`src/rtl/sd_io_arbiter.sv`:
```
// rtl/sd_io_arbiter.sv - two-requester round-robin arbiter for the SD sector I/O channel
module sd_io_arbiter #(
    parameter int TMO_W = 20
) (
    input  logic        clk,
    input  logic        reset_n,
    input  logic [31:0] r0_lba,
    input  logic        r0_rd,
    input  logic        r0_wr,
    output logic        r0_ack,
    input  logic [7:0]  r0_buff_din,
    input  logic [31:0] r1_lba,
    input  logic        r1_rd,
    input  logic        r1_wr,
    output logic        r1_ack,
    input  logic [7:0]  r1_buff_din,
    output logic [1:0]  r_buff_wr,
    output logic [31:0] io_lba,
    output logic        io_rd,
    output logic        io_wr,
    input  logic        io_ack,
    input  logic        sd_buff_wr,
    output logic [7:0]  sd_buff_din,
    output logic        grant,
    output logic        busy,
    output logic        tmo_err
);

    typedef enum logic [1:0] {IDLE, REQ, XFER, RELEASE} state_t;

    localparam logic [TMO_W-1:0] CNT_ONE  = {{(TMO_W-1){1'b0}}, 1'b1};
    // Register value on the edge where the count reaches all-ones.
    localparam logic [TMO_W-1:0] CNT_FIRE = {{(TMO_W-1){1'b1}}, 1'b0};

    state_t            state, state_nxt;
    logic              prio, prio_nxt;
    logic              grant_nxt, busy_nxt, tmo_err_nxt;
    logic              io_rd_nxt, io_wr_nxt;
    logic [31:0]       io_lba_nxt;
    logic [TMO_W-1:0]  cnt, cnt_nxt;

    logic              pend0, pend1, sel, sel_rd, sel_wr;
    logic [31:0]       sel_lba;
    logic              in_xfer;

    assign pend0   = r0_rd | r0_wr;
    assign pend1   = r1_rd | r1_wr;
    assign sel     = (pend0 & pend1) ? prio : pend1;
    assign sel_rd  = sel ? r1_rd  : r0_rd;
    assign sel_wr  = sel ? r1_wr  : r0_wr;
    assign sel_lba = sel ? r1_lba : r0_lba;

    always_ff @(posedge clk or negedge reset_n) begin
        if (!reset_n) begin
            state   <= IDLE;
            prio    <= 1'b0;
            grant   <= 1'b0;
            busy    <= 1'b0;
            tmo_err <= 1'b0;
            io_rd   <= 1'b0;
            io_wr   <= 1'b0;
            io_lba  <= '0;
            cnt     <= '0;
        end else begin
            state   <= state_nxt;
            prio    <= prio_nxt;
            grant   <= grant_nxt;
            busy    <= busy_nxt;
            tmo_err <= tmo_err_nxt;
            io_rd   <= io_rd_nxt;
            io_wr   <= io_wr_nxt;
            io_lba  <= io_lba_nxt;
            cnt     <= cnt_nxt;
        end
    end

    always_comb begin
        state_nxt   = state;
        prio_nxt    = prio;
        grant_nxt   = grant;
        busy_nxt    = busy;
        tmo_err_nxt = tmo_err;
        io_rd_nxt   = io_rd;
        io_wr_nxt   = io_wr;
        io_lba_nxt  = io_lba;
        cnt_nxt     = cnt;
        case (state)
            IDLE: begin
                if (pend0 | pend1) begin
                    grant_nxt  = sel;
                    io_lba_nxt = sel_lba;
                    io_rd_nxt  = sel_rd;
                    io_wr_nxt  = sel_wr & ~sel_rd;
                    busy_nxt   = 1'b1;
                    cnt_nxt    = '0;
                    state_nxt  = REQ;
                end
            end
            REQ: begin
                cnt_nxt = cnt + CNT_ONE;
                // An ack arriving on the timeout edge still wins.
                if (io_ack) begin
                    io_rd_nxt = 1'b0;
                    io_wr_nxt = 1'b0;
                    state_nxt = XFER;
                end else if (cnt == CNT_FIRE) begin
                    io_rd_nxt   = 1'b0;
                    io_wr_nxt   = 1'b0;
                    tmo_err_nxt = 1'b1;
                    prio_nxt    = ~grant;
                    busy_nxt    = 1'b0;
                    state_nxt   = IDLE;
                end
            end
            XFER: begin
                if (!io_ack) state_nxt = RELEASE;
            end
            RELEASE: begin
                prio_nxt  = ~grant;
                busy_nxt  = 1'b0;
                state_nxt = IDLE;
            end
            default: state_nxt = IDLE;
        endcase
    end

    // Ack and buffer strobes reach only the granted requester, and only mid-transfer.
    assign in_xfer     = (state == XFER);
    assign r0_ack      = in_xfer & ~grant & io_ack;
    assign r1_ack      = in_xfer &  grant & io_ack;
    assign r_buff_wr   = {in_xfer & grant & sd_buff_wr, in_xfer & ~grant & sd_buff_wr};
    assign sd_buff_din = grant ? r1_buff_din : r0_buff_din;

endmodule

```
`config.mk`:
```
export PLATFORM = sky130hd
export DESIGN_NAME = sd_io_arbiter
export DESIGN_NICKNAME = d
export VERILOG_FILES = /design/src/rtl/sd_io_arbiter.sv
export SDC_FILE = /design/constraint.sdc
export NUM_CORES = 1
export LEC_CHECK = 0
export BUFFER_PORTS_ARGS = -buffer_cell sky130_fd_sc_hd__buf_2
export CORE_MARGIN = 2
export CORE_UTILIZATION = 47
export DETAILED_ROUTE_END_ITERATION = 10
export HOLD_SLACK_MARGIN = 0.02
export PLACE_DENSITY = 0.87
export SLEW_MARGIN = 10
export SYNTH_ARGS = -nofsm -noshare
export SYNTH_HDL_FRONTEND = slang
export SYNTH_SLANG_ARGS = --single-unit
export TNS_END_PERCENT = 30
```
`constraint.sdc`:
```
create_clock -name clk -period 2.48 [get_ports clk]
set_clock_uncertainty 0.05 [all_clocks]
set_input_delay 0 -clock clk [delete_from_list [all_inputs] [get_ports clk]]
set_output_delay 0 -clock clk [all_outputs]
set_load 0.01 [all_outputs]
```
==> impl_metrics.csv, run 1 <==
group,metric,value,unit
setup_path,critPathMaxFanout,14,
synthesis,ys_types,37,
clock_network,cts_tree,"yes",
synthesis,synth-simple-area-share,16.9,%
floorplanning,rows,29,
global_routing,grt_pass1_vias,3810,
setup_path,worstReg2RegStart,"prio",
floorplanning,die_height,84.3,um
floorplanning,design.core.area,6280,um^2
setup_path,rrSetupSlack,120,ps
synthesis,synthArstFlopShare,100,%
floorplanning,ios,137,
clock_network,clk_pin_slew,80,ps
synthesis,synthFlopType,"dfrtp_1",
finish,fillers,340,
setup_path,endpoint_kind,"flop",
clock_network,worstSkewPairLatency,340,ps
synthesis,yosysSeqAreaShare,49.5,%
synthesis,synth_area_per_cell,9.91,um^2
synthesis,synth_edf_count,0,
synthesis,syn_area,3030,um^2
global_routing,grt_max_degree,61,
timing,setup_viol,0,
floorplanning,die-width,84.3,um
timing,slew_headroom,49.5,%
finish,final_cell_mix,"136 x buf_2, 66 x dlygate4sd3_1, 63 x nand2_1",
drt,routed_wl,12600,um
clock_network,cts-root-buf,"clkbuf_8",
drt,drt_iter0_markers,351,
setup_path,r2r_end,"io_lba[22]",
synthesis,synthMuxAreaShare,17.2,%
timing,slew_violations,0,
finish,antenna_cells,0,
clock_network,cts-htree-levels,3,
synthesis,yosys.area_share.xor_xnor,0,%
synthesis,synth_top_family_by_area,"multiplexers",
global_routing,grt_antenna_before_repair,0,
drt,drcViolationCount,0,
power,power_density,1000,nW/um^2
drt,detail-route-antenna-nets,0,
finish,drive_gt1_share,33.3,%
global_routing,grt.total_usage,37.0,%
placed_design,postPlaceCellArea,3790,um^2
power,vdd_drop_max,0.670,mV
timing,fmax,423,MHz
timing,timing.setup.tns,0,ps
timing,max_slew.worst_pin.slew,758,ps
min_path,whs_path_depth,4,
global_routing,grt_pass1_wl,20200,um
setup_path,cp_data_required_time,2650,ps
min_path,hold_path.startpoint,"r0_rd",
finish,layout_commonest_cell,"buf_2",
placed_design,place_congestion,0.790,
synthesis,synth_compound_area_share,13.0,%
setup_path,start_kind,"flop",
placed_design,dp_hpwl,6290,um
timing,period_share,95.3,%
floorplanning,fp.dieArea,7110,um^2
setup_path,worstSetupPathType,"reg2reg",
synthesis,syn-num-nets,396,
min_path,hold-path-endpoint,"io_rd",
power,power.leakage,2.40,nW
finish,synthToLayoutAreaGrowth,53.5,%
setup_path,critPathArrivalTime,2530,ps
status,outcome,"complete, no violations",
run,max_cap_violations,0,
power,power,0.00467,W
finish,fin_area,4650,um^2
synthesis,yosys_warnings,0,
global_routing,grt_overflow,0,
drt,viasPerCell,6.06,
synthesis,synth_seq_cells,60,
finish,fin_nets,598,
drt,firstDrtPassIters,5,
min_path,min_path_type,"in2reg",
clock_network,cts_buffers,9,
clock_network,cts.sinks,60,
synthesis,synthCells,306,
clock_network,clock_path_buffers,2,
floorplanning,start_util,48.3,%
setup_path,reg2reg_depth,5,
timing,rsz0062_at_grt,"false",
synthesis,synth_fa_ha_area_share,0.825,%
drt,vias,3574,
placed_design,numPortBuffers,136,
timing,finalHoldViolations,0,
drt,drt-wirelength-per-cell,21.4,um
timing,period_needed,2360,ps
==> repair_timing <==
action                                  CTS  global route
hold endpoints to repair                 98             0
resized for setup                         0             0
setup buffers                             0             0
hold buffers                             66             0
endpoints found under the setup margin    0             0
==> synthesized netlist by cell type (4+ instances only) <==
cell type | n | area share [%]
and3_1 | 6 | 1.2
o211ai_1 | 4 | 0.99
o31ai_1 | 6 | 1.5
o21ai_0 | 41 | 6.8
nand3_1 | 12 | 2.0
dfrtp_1 | 60 | 50
clkbuf_1 | 11 | 1.4
mux2_2 | 8 | 3.0
buf_2 | 5 | 0.83
mux2i_1 | 43 | 14
nand2_1 | 64 | 7.9
nor2_1 | 6 | 0.74
==> per-stage QoR <==
step | utilization, % | setup slack [ps] | cells | hold slack [ps]
2_1_floorplan | - | 733 | 306 | -346
3_3_place_gp | 60.4 | 702 | 508 | 144
3_5_place_dp | 60.4 | 625 | 508 | 154
4_1_cts | 74.1 | 285 | 590 | 61.0
5_1_grt | 74.1 | 69.4 | 590 | 143
6_report | 74.1 | 116 | 590 | 102
==> cell type report <==
type	instances	area, um^2	share of cell area [%]
Clock buffer	12	155	3.33
Clock inverter	4	47.5	1.02
Inverter	3	11.3	0.242
Multi-Input combinational cell	227	1460	31.4
Sequential cell	60	1500	32.3
Tap cell	77	96.3	2.07
Timing Repair Buffer	207	1380	29.6
==> routing by layer <==
layer  up-vias  track usage, %  wire length (um)
met5         -           0.699                 0
met4         0            19.8               764
met3        78            11.8              1300
met2       317            60.9              6150
met1      1680            43.1              4420
li1       1499               -                 -
==> logic make-up (layout without fill, tap and decap cells) <==
family,count (synthesis),in the layout
adders and majority gates,2,2
DFF,60,60
AOI/OAI and AO/OA,66,66
and+or+nand+nor,108,108
buffers and inverters,19,226
muxes,51,51
==> sequential cells by signal (all words and copies together), names as in the netlist, named ones only <==
name and flops:
prio 1, tmo_err 1, cnt 20, busy 1
grant 1, state 1, io_wr 1, io_lba 32
io_rd 1
==> report_power, final <==
| group | internal [W] | total [W] | switching, W |
|---|---|---|---|
| clock network | 0.000516 | 0.000928 | 0.000412 |
| logic | 0.000864 | 0.00206 | 0.00120 |
| registers | 0.00132 | 0.00168 | 0.000357 |
| total | 0.00270 | 0.00467 | 0.00197 |
==> worst max-delay path by stage <==
| stage | from | endpoint | slack (ps) | cells after the start |
|---|---|---|---|---|
| detailed placement | cnt[5] | prio | 620 | 4 |
| CTS | prio | io_lba[26] | 290 | 5 |
| finish | prio | io_lba[22] | 120 | 5 |
| global route | prio | io_lba[22] | 70 | 5 |
| global placement | cnt[0] | prio | 700 | 6 |
| floorplan | cnt[0] | prio | 730 | 6 |
==> worst max-delay path, stage by stage, from the launching register on <==
cell	delay, ps
dfrtp_1	470
o22ai_4	330
buf_4	340
mux2i_1	130
dlygate4sd3_1	570
o21ai_0	340
Note: power is estimated with default switching activity, not from simulation.
==> run 2, diff against run 1 <==
CELL_PAD_IN_SITES_DETAIL_PLACEMENT = 0   (was not set)
CELL_PAD_IN_SITES_GLOBAL_PLACEMENT = 1   (was not set)
CORE_MARGIN = not set   (was 2)
CORE_UTILIZATION = 34   (was 47)
PLACE_DENSITY = 0.86   (was 0.87)
==> run 2 against run 1 <==
Wire length is 34% lower. Sequential share of layout area is 0.39 points lower. Die area is 31% higher. Final area is 1.2% higher. Power is 6.2% lower. Combinational power is 11% lower. Largest cell class unchanged. Worst setup slack better by 210 ps. Count of clock-buffer cells in the layout is 2 lower. Core utilization is 20 points lower. Final cell count is 5.1% higher. Worst hold slack worse by 39 ps. Global-route usage is 18 points lower.
==> impl_metrics.csv, run 2 (synthesis gave the netlist of run 1 again) <==
group,metric,value,unit
timing,period_needed,2150,ps
setup_path,critPathMaxStageDelay,570,ps
placed_design,place_congestion,0.794,
drt,routed_wl,8340,um
global_routing,grt_pass1_wl,13600,um
power,power,0.00438,W
setup_path,cp_data_required_time,2630,ps
finish,top_register,"io_lba",
floorplanning,ios,137,
timing,fmax,464,MHz
power,power_density,930,nW/um^2
finish,drive_gt1_share,33.2,%
min_path,min_path_type,"in2reg",
timing,finalHoldViolations,0,
finish,layout_commonest_cell,"buf_2",
finish,final_cell_mix,"136 x buf_2, 66 x dlygate4sd3_1, 63 x nand2_1",
setup_path,cp_num_buf_inv,2,
power,power.leakage,2.41,nW
power,p_switching,0.00162,W
power,vdd_drop_max,0.461,mV
finish,fin_nets,597,
drt,drt-wirelength-per-cell,13.4,um
setup_path,worstSetupPathType,"reg2reg",
timing,timing.setup.tns,0,ps
status,outcome,"complete, no violations",
clock_network,clk_pin_slew,70,ps
timing,period_share,86.8,%
timing,max_slew.worst_pin.slew,882,ps
clock_network,cts-root-buf,"clkbuf_8",
floorplanning,fp.dieArea,9300,um^2
drt,detail-route-antenna-nets,0,
clock_network,cts_buffers,9,
power,internal_power,0.00275,W
setup_path,endpoint_kind,"flop",
drt,drcViolationCount,0,
finish,largest_reg_flops,32,
setup_path,cp_cell_sequence,"o22ai_4, buf_4, mux2i_1, dlygate4sd3_1, o21ai_0",
drt,viasPerCell,4.89,
timing,slew_violations,0,
clock_network,cts.sinks,60,
drt,vias,3031,
setup_path,critPathMaxFanout,33,
global_routing,grt_overflow,0,
setup_path,start_kind,"flop",
power,seq_power_share,36.1,%
power,p_comb_share,42.0,%
clock_network,cts_tree,"yes",
timing,setup_viol,0,
global_routing,grt_pass1_vias,2968,
placed_design,numPortBuffers,136,
drt,drt_iter0_markers,135,
placed_design,dp_hpwl,5280,um
finish,fillers,774,
floorplanning,rows,34,
floorplanning,die_height,96.4,um
setup_path,rrSetupSlack,330,ps
setup_path,critPathArrivalTime,2300,ps
clock_network,cts-resized-gates,0,
global_routing,grt_antenna_before_repair,0,
floorplanning,design.core.area,8680,um^2
timing,rsz0062_at_grt,"false",
power,power_switching_share,37.1,%
clock_network,clock_path_buffers,2,
power,pwr-share-clk,21.9,%
setup_path,crit_slowest_cell,"dlygate4sd3_1",
clock_network,cts-htree-levels,3,
finish,synthToLayoutAreaGrowth,55.3,%
clock_network,hold_buffers,66,
timing,slew_headroom,41.2,%
drt,firstDrtPassIters,4,
run,max_cap_violations,0,
finish,antenna_cells,0,
clock_network,cts_setup_buffers,0,
setup_path,cp_top_family,"buffers and inverters",
floorplanning,die-width,96.4,um
global_routing,grt.total_usage,19.1,%
clock_network,worstSkewPairLatency,330,ps
floorplanning,start_util,34.9,%
finish,reg.largest.list,"io_lba (32), cnt (20)",
timing,whs,63.6,ps
global_routing,grt_max_degree,83,
-- run 2: area by class of cell --
| class | count | area, um^2 | area share [%] |
|---|---|---|---|
| clock inverter | 6 | 87.6 | 1.86 |
| multi-input combinational | 227 | 1460 | 31.1 |
| clock buffer | 10 | 128 | 2.71 |
| sequential | 60 | 1500 | 31.9 |
| inverter | 3 | 11.3 | 0.239 |
| tap | 108 | 135 | 2.87 |
| timing repair buffer | 206 | 1380 | 29.4 |
-- run 2: metal layers --
metal  part of all wire [%]  global-route usage, %
met5                      0                      0
met4                   0.66                   3.68
met3                    5.5                   5.16
met2                     52                   34.6
met1                     41                   22.7
-- run 2: tightest hold or removal path: stages --
cell and delay [ps]:
buf_2 140, a21o_1 100, a32oi_1 90, o21ai_0 70
-- run 2: worst paths after layout --
path,cells past startpoint,endpoint,startpoint
max,5,io_lba[24],prio
min,4,io_rd,r1_rd
max reg2reg,5,io_lba[24],prio
min reg2reg,1,tmo_err,tmo_err
max in group asynchronous,3,io_lba[10],reset_n
min in group asynchronous,2,tmo_err,reset_n
-- run 2: power groups by stage --
stage | sequential, W | combinational, W | clock (W)
4_1_cts | 0.00158 | 0.00183 | 0.000976
3_3_place_gp | 0.00158 | 0.00160 | 0
3_5_place_dp | 0.00159 | 0.00165 | 0
2_1_floorplan | 0.00165 | 0.000929 | 0
6_report | 0.00158 | 0.00184 | 0.000960
5_1_grt | 0.00164 | 0.00206 | 0.00101
-- run 2: stage by stage --
stage | cells | instance area [um^2] | setup WS [ps] | util [%]
after detailed placement | 538 | 3830 | 617 | 44.2
after global routing | 620 | 4710 | 207 | 54.3
after CTS | 620 | 4710 | 335 | 54.3
final | 620 | 4710 | 327 | 54.3
after floorplan | 306 | 3030 | 733 | -
after global placement | 538 | 3830 | 679 | 44.2
